`src/rtl/piso_pkg.sv`:
```
// rtl/piso_pkg.sv - shared types and width helpers for the PISO serializer
package piso_pkg;

  typedef enum logic {
    PISO_IDLE  = 1'b0,
    PISO_SHIFT = 1'b1
  } piso_state_t;

  localparam int PISO_DEF_WIDTH = 8;
  localparam int PISO_DEF_DEPTH = 4;
  localparam int PISO_DEF_PTR_W = $clog2(PISO_DEF_DEPTH);
  localparam int PISO_DEF_FILL_W = $clog2(PISO_DEF_DEPTH + 1);

  function automatic int piso_ptr_w(input int depth);
    return $clog2(depth);
  endfunction

  function automatic int piso_fill_w(input int depth);
    return $clog2(depth + 1);
  endfunction

  function automatic int piso_cnt_w(input int width);
    return $clog2(width);
  endfunction

endpackage

```
`src/rtl/sync_fifo.sv`:
```
// rtl/sync_fifo.sv - synchronous word FIFO with occupancy counter
module sync_fifo
  import piso_pkg::*;
#(
  parameter int WIDTH = PISO_DEF_WIDTH,
  parameter int DEPTH = PISO_DEF_DEPTH
) (
  input  logic                         clk,
  input  logic                         reset,
  input  logic                         i_push,
  input  logic [WIDTH-1:0]             i_data,
  input  logic                         i_pop,
  output logic [WIDTH-1:0]             o_data,
  output logic                         o_full,
  output logic                         o_empty,
  output logic [$clog2(DEPTH+1)-1:0]   o_fill
);

  localparam int PTR_W  = piso_ptr_w(DEPTH);
  localparam int FILL_W = piso_fill_w(DEPTH);

  logic [WIDTH-1:0]  r_mem [DEPTH];
  logic [PTR_W-1:0]  r_wptr;
  logic [PTR_W-1:0]  r_rptr;
  logic [FILL_W-1:0] r_fill;
  logic              w_do_push;
  logic              w_do_pop;

  assign o_full    = (r_fill == FILL_W'(DEPTH));
  assign o_empty   = (r_fill == '0);
  assign w_do_push = i_push && !o_full;
  assign w_do_pop  = i_pop && !o_empty;
  assign o_data    = r_mem[r_rptr];
  assign o_fill    = r_fill;

  always_ff @(posedge clk) begin
    if (w_do_push) begin
      r_mem[r_wptr] <= i_data;
    end
  end

  // Occupancy is tracked separately so full and empty never alias when pointers match.
  always_ff @(posedge clk) begin
    if (reset) begin
      r_wptr <= '0;
      r_rptr <= '0;
      r_fill <= '0;
    end else begin
      if (w_do_push) r_wptr <= r_wptr + 1'b1;
      if (w_do_pop)  r_rptr <= r_rptr + 1'b1;
      case ({w_do_push, w_do_pop})
        2'b10:   r_fill <= r_fill + 1'b1;
        2'b01:   r_fill <= r_fill - 1'b1;
        default: r_fill <= r_fill;
      endcase
    end
  end

endmodule

```
`src/rtl/piso_serializer.sv`:
```
// rtl/piso_serializer.sv - FIFO-buffered parallel-in serial-out bit source
module piso_serializer
  import piso_pkg::*;
#(
  parameter int WIDTH     = PISO_DEF_WIDTH,
  parameter int DEPTH     = PISO_DEF_DEPTH,
  parameter bit MSB_FIRST = 1'b1,
  parameter bit IDLE_BIT  = 1'b0
) (
  input  logic                       clk,
  input  logic                       reset,
  input  logic [WIDTH-1:0]           in_data,
  input  logic                       in_valid,
  output logic                       in_ready,
  output logic                       ser_out,
  output logic                       ser_active,
  output logic                       frame_start,
  output logic [$clog2(DEPTH+1)-1:0] fill
);

  localparam int CNT_W = piso_cnt_w(WIDTH);

  piso_state_t      r_state;
  piso_state_t      w_state_next;
  logic [WIDTH-1:0] r_shreg;
  logic [CNT_W-1:0] r_cnt;
  logic             r_ser_out;
  logic             r_ser_active;
  logic             r_frame_start;

  logic [WIDTH-1:0] w_fifo_data;
  logic             w_full;
  logic             w_empty;
  logic             w_push;
  logic             w_pop;
  logic             w_load;
  logic             w_shift;
  logic             w_last;
  logic             w_cur_bit;
  logic [WIDTH-1:0] w_shifted;

  assign in_ready = !w_full && !reset;
  assign w_push   = in_valid && in_ready;
  assign w_last   = (r_cnt == CNT_W'(WIDTH - 1));

  assign w_cur_bit = MSB_FIRST ? r_shreg[WIDTH-1] : r_shreg[0];
  assign w_shifted = MSB_FIRST ? {r_shreg[WIDTH-2:0], 1'b0} : {1'b0, r_shreg[WIDTH-1:1]};

  sync_fifo #(
    .WIDTH(WIDTH),
    .DEPTH(DEPTH)
  ) u_fifo (
    .clk    (clk),
    .reset  (reset),
    .i_push (w_push),
    .i_data (in_data),
    .i_pop  (w_pop),
    .o_data (w_fifo_data),
    .o_full (w_full),
    .o_empty(w_empty),
    .o_fill (fill)
  );

  always_ff @(posedge clk) begin
    if (reset) r_state <= PISO_IDLE;
    else       r_state <= w_state_next;
  end

  // Reloading on the last bit keeps consecutive words gap-free.
  always_comb begin
    w_state_next = r_state;
    w_pop        = 1'b0;
    w_load       = 1'b0;
    w_shift      = 1'b0;
    case (r_state)
      PISO_IDLE: begin
        if (!w_empty) begin
          w_pop        = 1'b1;
          w_load       = 1'b1;
          w_state_next = PISO_SHIFT;
        end
      end
      PISO_SHIFT: begin
        if (!w_last) begin
          w_shift = 1'b1;
        end else if (!w_empty) begin
          w_pop  = 1'b1;
          w_load = 1'b1;
        end else begin
          w_state_next = PISO_IDLE;
        end
      end
      default: w_state_next = PISO_IDLE;
    endcase
  end

  always_ff @(posedge clk) begin
    if (reset) begin
      r_shreg <= '0;
      r_cnt   <= '0;
    end else if (w_load) begin
      r_shreg <= w_fifo_data;
      r_cnt   <= '0;
    end else if (w_shift) begin
      r_shreg <= w_shifted;
      r_cnt   <= r_cnt + 1'b1;
    end
  end

  always_ff @(posedge clk) begin
    if (reset) begin
      r_ser_out     <= IDLE_BIT;
      r_ser_active  <= 1'b0;
      r_frame_start <= 1'b0;
    end else if (r_state == PISO_SHIFT) begin
      r_ser_out     <= w_cur_bit;
      r_ser_active  <= 1'b1;
      r_frame_start <= (r_cnt == '0);
    end else begin
      r_ser_out     <= IDLE_BIT;
      r_ser_active  <= 1'b0;
      r_frame_start <= 1'b0;
    end
  end

  assign ser_out     = r_ser_out;
  assign ser_active  = r_ser_active;
  assign frame_start = r_frame_start;

endmodule

```
`config.mk`:
```
export PLATFORM = sky130hd
export DESIGN_NAME = piso_serializer
export DESIGN_NICKNAME = d
export VERILOG_FILES = /design/src/rtl/piso_pkg.sv /design/src/rtl/sync_fifo.sv /design/src/rtl/piso_serializer.sv
export SDC_FILE = /design/constraint.sdc
export NUM_CORES = 1
export LEC_CHECK = 0
export ABC_AREA = 0
export CAP_MARGIN = 20
export CORE_MARGIN = 3
export CORE_UTILIZATION = 50
export CTS_CLUSTER_DIAMETER = 120
export CTS_CLUSTER_SIZE = 28
export DETAILED_ROUTE_END_ITERATION = 10
export GPL_TIMING_DRIVEN = 0
export PLACE_DENSITY_LB_ADDON = 0.1
export SETUP_SLACK_MARGIN = 0.05
export SYNTH_ARGS = -nofsm -noshare
export SYNTH_HDL_FRONTEND = slang
export SYNTH_SLANG_ARGS = --single-unit
```
`constraint.sdc`:
```
create_clock -name clk -period 3.05 [get_ports clk]
set_clock_uncertainty 0.15 [all_clocks]
set_input_delay 0.61 -clock clk [delete_from_list [all_inputs] [get_ports clk]]
set_output_delay 0.61 -clock clk [all_outputs]
set_load 0.02 [all_outputs]
```
# After elaboration in Yosys (flattened, before gate mapping)
# Memory sizes are Yosys's and may differ from the RTL's. A register that Yosys moved wholly into a read port is not among the register bits.
# Cells that the tools add are included.
[totals]
reg_bits = 22
mem_bits_rw = 32
in_bits = 11
output_inout_bits = 7
elab_cells = 48
memories = 1
[classes]
addsub = 5
n_eq_ne = 4
muxes = 15
bitwise = 1
reduce_logical = 13
[memory_table]
columns = ["memory", "words", "word_bits", "read_ports", "rd_ports_with_merged_regs", "wr", "line_no", "source"]
rows = [
  ["u_fifo.r_mem", 4, 8, 1, 1, 1, "sync_fifo.sv:22", "logic [WIDTH-1:0] r_mem [DEPTH];"],
]
[op_table]
columns = ["op", "count"]
rows = [
  ["8-bit 2-to-1 mux", 2],
  ["1-bit 2-to-1 mux", 8],
  ["3-bit by 1-bit adder with 3-bit output (second input constant)", 2],
  ["3-bit equality test (second input constant)", 2],
  ["3-bit zero test", 2],
  ["3-bit case mux with 2 select lines", 1],
  ["2-bit by 1-bit adder with 2-bit output (second input constant)", 2],
  ["1-bit logical AND", 4],
  ["2-bit 2-to-1 mux", 2],
  ["1-bit case mux with 2 select lines", 2],
  ["2-bit nonzero test", 2],
  ["2-bit OR reduction", 2],
  ["1-bit zero test", 3],
  ["3-bit by 1-bit subtractor with 3-bit output (second input constant)", 1],
  ["2-bit by 1-bit equality test with 1-bit output (second input constant)", 1],
  ["2-bit equality test (second input constant)", 1],
  ["1-bit NOT", 1],
]

# Logic depth before layout (Yosys ltp)
[depth]
depth_word = 7
ltp_mapped = 10
ltp_nobuf = 10

# Hierarchy
# From an unflattened synthesis, not the netlist that was laid out.
[unflattened]
cells_unflattened = 162
hier_area_um2 = 2301.0
[modules_own_cells]
columns = ["module", "instances", "cells_each", "area_each_um2", "seq_area_each_um2"]
rows = [
  ["sync_fifo", 1, 96, 1635.3, 1141.1],
  ["piso_serializer", 1, 66, 665.6, 300.3],
]

# Worst setup path before layout
# OpenSTA, ideal clock, no wires.
[synth_path]
path_type = "input -> register"
from = "input reset"
to = "register u_fifo.r_fill[2], in the netlist u_fifo.o_fill[2]"
setup_time_ns = 0.070
arrival_ns = 2.183
slack_ns = 0.646
cell_stages = 9
cell_sequence = "clkbuf_1 -> nor3b_2 -> inv_1 -> ha_1 -> inv_1 -> fa_1 -> xor2_1 -> or3_1 -> a21oi_1"
[synth_between]
elab_chain_len = 6
elab_cells_between_ends = 8
cone_classes = "eq/ne: 2; mux: 1; reduce/logical: 5"
[synth_lines]
columns = ["item", "line_no", "source"]
rows = [
  ["start, declared", "piso_serializer.sv:11", "input logic reset,"],
  ["1-bit zero test", "piso_serializer.sv:42", "assign in_ready = !w_full && !reset;"],
  ["1-bit logical AND", "piso_serializer.sv:42", ""],
  ["1-bit logical AND", "piso_serializer.sv:43", "assign w_push = in_valid && in_ready;"],
  ["1-bit logical AND", "sync_fifo.sv:31", "assign w_do_push = i_push && !o_full;"],
  ["2-bit by 1-bit equality test with 1-bit output or 2-bit equality test (tied branches)", "sync_fifo.sv:51", "case ({w_do_push, w_do_pop})"],
  ["3-bit case mux with 2 select lines or 2-bit nonzero test (tied branches)", "--", ""],
  ["end signal, assigned", "sync_fifo.sv:52", "2'b10: r_fill <= r_fill + 1'b1;"],
  ["end signal, assigned", "sync_fifo.sv:53", "2'b01: r_fill <= r_fill - 1'b1;"],
  ["end signal, assigned", "sync_fifo.sv:54", "default: r_fill <= r_fill;"],
  ["end, declared", "sync_fifo.sv:25", "logic [FILL_W-1:0] r_fill;"],
]
# Parallel ways exist; a longest one is shown, timed or not.
# A chain may end at the register's enable or synchronous reset.

# Final worst setup path
[layout_path]
from = "input reset"
to = "output in_ready"
[layout_between]
elab_chain_len = 2
[layout_lines]
columns = ["item", "line_no", "source"]
rows = [
  ["1-bit zero test", "piso_serializer.sv:42", ""],
  ["1-bit logical AND", "piso_serializer.sv:42", ""],
  ["end, declared", "piso_serializer.sv:14", "output logic in_ready,"],
]
# No other way between the ends.

==> results.py <==
metrics = {
    "status": {
        "status": "finished, final reports clean",
    },
    "timing": {
        "fmax_mhz": 368,
        "hold_viol": 0,
        "period_share": 0.891,
        "slew_viol_final": 0,
        "rsz0062_at_grt": "false",
        "setup_tns_ns": 0,
        "worst_pin_slew_ns": 0.572,
        "fin_crit_ns": 2.72,
        "slew_headroom": 0.619,
        "setup_violations": 0,
        "worst_slack_ns": 0.331,
    },
    "worst_setup_path": {
        "arrival_ns": 1.96,
        "crit_family": "buffers and inverters",
        "crit_path_start_kind": "input pin",
        "reg2reg_to": "u_fifo.o_fill[2]",
        "max_stage_delay_ns": 0.55,
        "end_kind": "primary output",
        "r2r_cells": 10,
        "worstReg2RegStart": "r_cnt[1]",
        "r2r_slack_ns": 0.58,
        "crit_slowest_cell": "clkdlybuf4s50_1",
        "critPathMaxFanout": 10,
        "path_class": "in2out",
        "cp.required_ns": 2.29,
        "cp_common_cell": "clkbuf_1",
        "crit_chain": "clkbuf_1, clkbuf_1, nor2_1, clkdlybuf4s50_1",
        "crit_buf_inv": 3,
    },
    "finish": {
        "drive_gt1_frac": 0.111,
        "utilization": 0.617,
        "nNetsFinal": 209,
        "fin_cells": 240,
        "mostFrequentLayoutCells": "edfxtp_1 (32), dfxtp_1 (24), a21oi_1 (22)",
        "mostFrequentLayoutCell": "edfxtp_1",
        "n_antenna_cell": 0,
        "syn_to_final_growth_pct": 14.9,
    },
    "yosys": {
        "synth_edf_count": 32,
        "ys_warn_count": 0,
        "synth_cell_types": 28,
        "synthesis.area_sq_um": 2240,
        "ys_ff_latch": 56,
        "ys.flop_type": "edfxtp_1",
        "syn_area_per_cell_sq_um": 13.5,
        "syn_inst": 166,
        "synth_nets": 186,
        "ys_seq_area_frac": 0.644,
        "async_flop_share": 0,
    },
    "grt": {
        "antenna_found_initial": 0,
        "grtUsageTotal": 0.153,
        "grt_pass1_wl_um": 6040,
        "grt_overflow_total": 0,
        "grt_max_degree": 18,
        "grt_pass1_vias": 1317,
    },
    "clock_network": {
        "cts_buffer_depth": 2,
        "clk_latency_ns": 0.30,
        "cts_resized": 0,
        "cts_tree": "yes",
        "clk_pin_slew_worst_paths_ns": 0.10,
        "htree_levels": 2,
        "cts_buffers": 5,
        "root_buffer": "clkbuf_8",
        "cts_hold_buf": 0,
        "postCtsSetupBuffers": 0,
        "cts_sinks": 56,
    },
    "worst_hold_path": {
        "worstHoldStart": "r_shreg[7]",
        "hold_path_depth": 1,
        "min_path_type": "reg2reg",
        "whs_endpoint": "ser_out",
    },
    "placement": {
        "place_inst": 232,
        "place_congestion": 0.776,
        "pre_cts_slack_ns": 0.242,
        "hpwl_um": 2550,
        "portBuffers": 16,
    },
    "drt": {
        "wl_per_cell_um": 14.8,
        "antenna_left": 0,
        "vias": 1297,
        "wirelength_um": 3540,
        "drt_pass1_iterations": 4,
        "avgViaCountPerCell": 5.40,
        "drtIter0Drc": 56,
        "drc": 0,
    },
    "die": {
        "fp.dieH_um": 72.9,
        "die_w_um": 72.9,
        "start_util": 0.537,
        "dieArea_sq_um": 5320,
        "rows": 23,
        "coreArea_sq_um": 4170,
        "io_pins": 18,
    },
    "run": {
        "maxCapViolCount": 0,
    },
    "power_and_ir_drop": {
        "power_density_nw_per_um2": 884,
        "total_power_mw": 2.28,
        "ir_worst_vdd_uv": 413,
        "p_leak_nw": 0.899,
    },
}
layout make-up:
cell class | count | area, sq um
multi-input cells | 92 | 718
clock buffers | 6 | 72.6
clock inverters | 2 | 38.8
well taps | 50 | 62.6
plain buffers | 8 | 42.5
fillers | 324 | 1600
repair buffers | 16 | 160
flip-flops and latches | 56 | 1440
inverters | 10 | 37.5
power by group:
group,switching (mW),internal (mW)
sequential,0.0798,0.944
combinational,0.424,0.352
clock,0.227,0.248
sequential cells by signal, indices dropped and copies added (netlist names), 2 cells and up, named ones only:
signal and flops:
u_fifo.r_wptr 2, u_fifo.o_fill 3, r_cnt 3, u_fifo.r_rptr 2, u_fifo.r_mem 32, r_shreg 8
cell usage after synthesis (5+ instances only):
cell type / number / area share
edfxtp_1: 32 / 0.43
dfxtp_1: 24 / 0.21
a21oi_1: 22 / 0.049
nand2_1: 11 / 0.018
inv_1: 10 / 0.017
o21ai_0: 9 / 0.020
ha_1: 8 / 0.045
mux4_2: 8 / 0.080
nor2_1: 7 / 0.012
and2_1: 5 / 0.014
clkbuf_1: 5 / 0.0084
metrics by stage:
| stage | hold slack (ns) | area (sq um) |
|---|---|---|
| global placement | 0.299 | 2460 |
| finish | 0.323 | 2570 |
| CTS | 0.330 | 2570 |
| floorplan | 0.280 | 2240 |
| detailed placement | 0.307 | 2460 |
| global route | 0.357 | 2570 |
metal layers:
| layer | wire length, um | share of wire | GRT usage |
|---|---|---|---|
| met5 | 0 | 0 | 0 |
| met4 | 24 | 0.0068 | 0.0410 |
| met3 | 129 | 0.036 | 0.0496 |
| met2 | 1880 | 0.53 | 0.272 |
| met1 | 1500 | 0.42 | 0.178 |
cells by family after synthesis:
| group | Yosys count | share of synthesized area |
|---|---|---|
| and+or+nand+nor | 37 | 0.0849 |
| DFF | 56 | 0.644 |
| buffers and inverters | 18 | 0.0358 |
| adders and majority gates | 9 | 0.0536 |
| xor gates and xnor gates | 2 | 0.00782 |
| AOI/OAI and AO/OA | 33 | 0.0799 |
| muxes | 11 | 0.0944 |
how the worst max path moves through the flow:
stage / startpoint / endpoint / cells past startpoint
finish: reset / in_ready / 4
CTS: reset / in_ready / 4
floorplan: reset / u_fifo.o_fill[2] / 9
global route: reset / in_ready / 4
detailed placement: in_valid / u_fifo.o_fill[2] / 9
global placement: reset / in_ready / 4
Note: power is estimated with default switching activity, not from simulation.
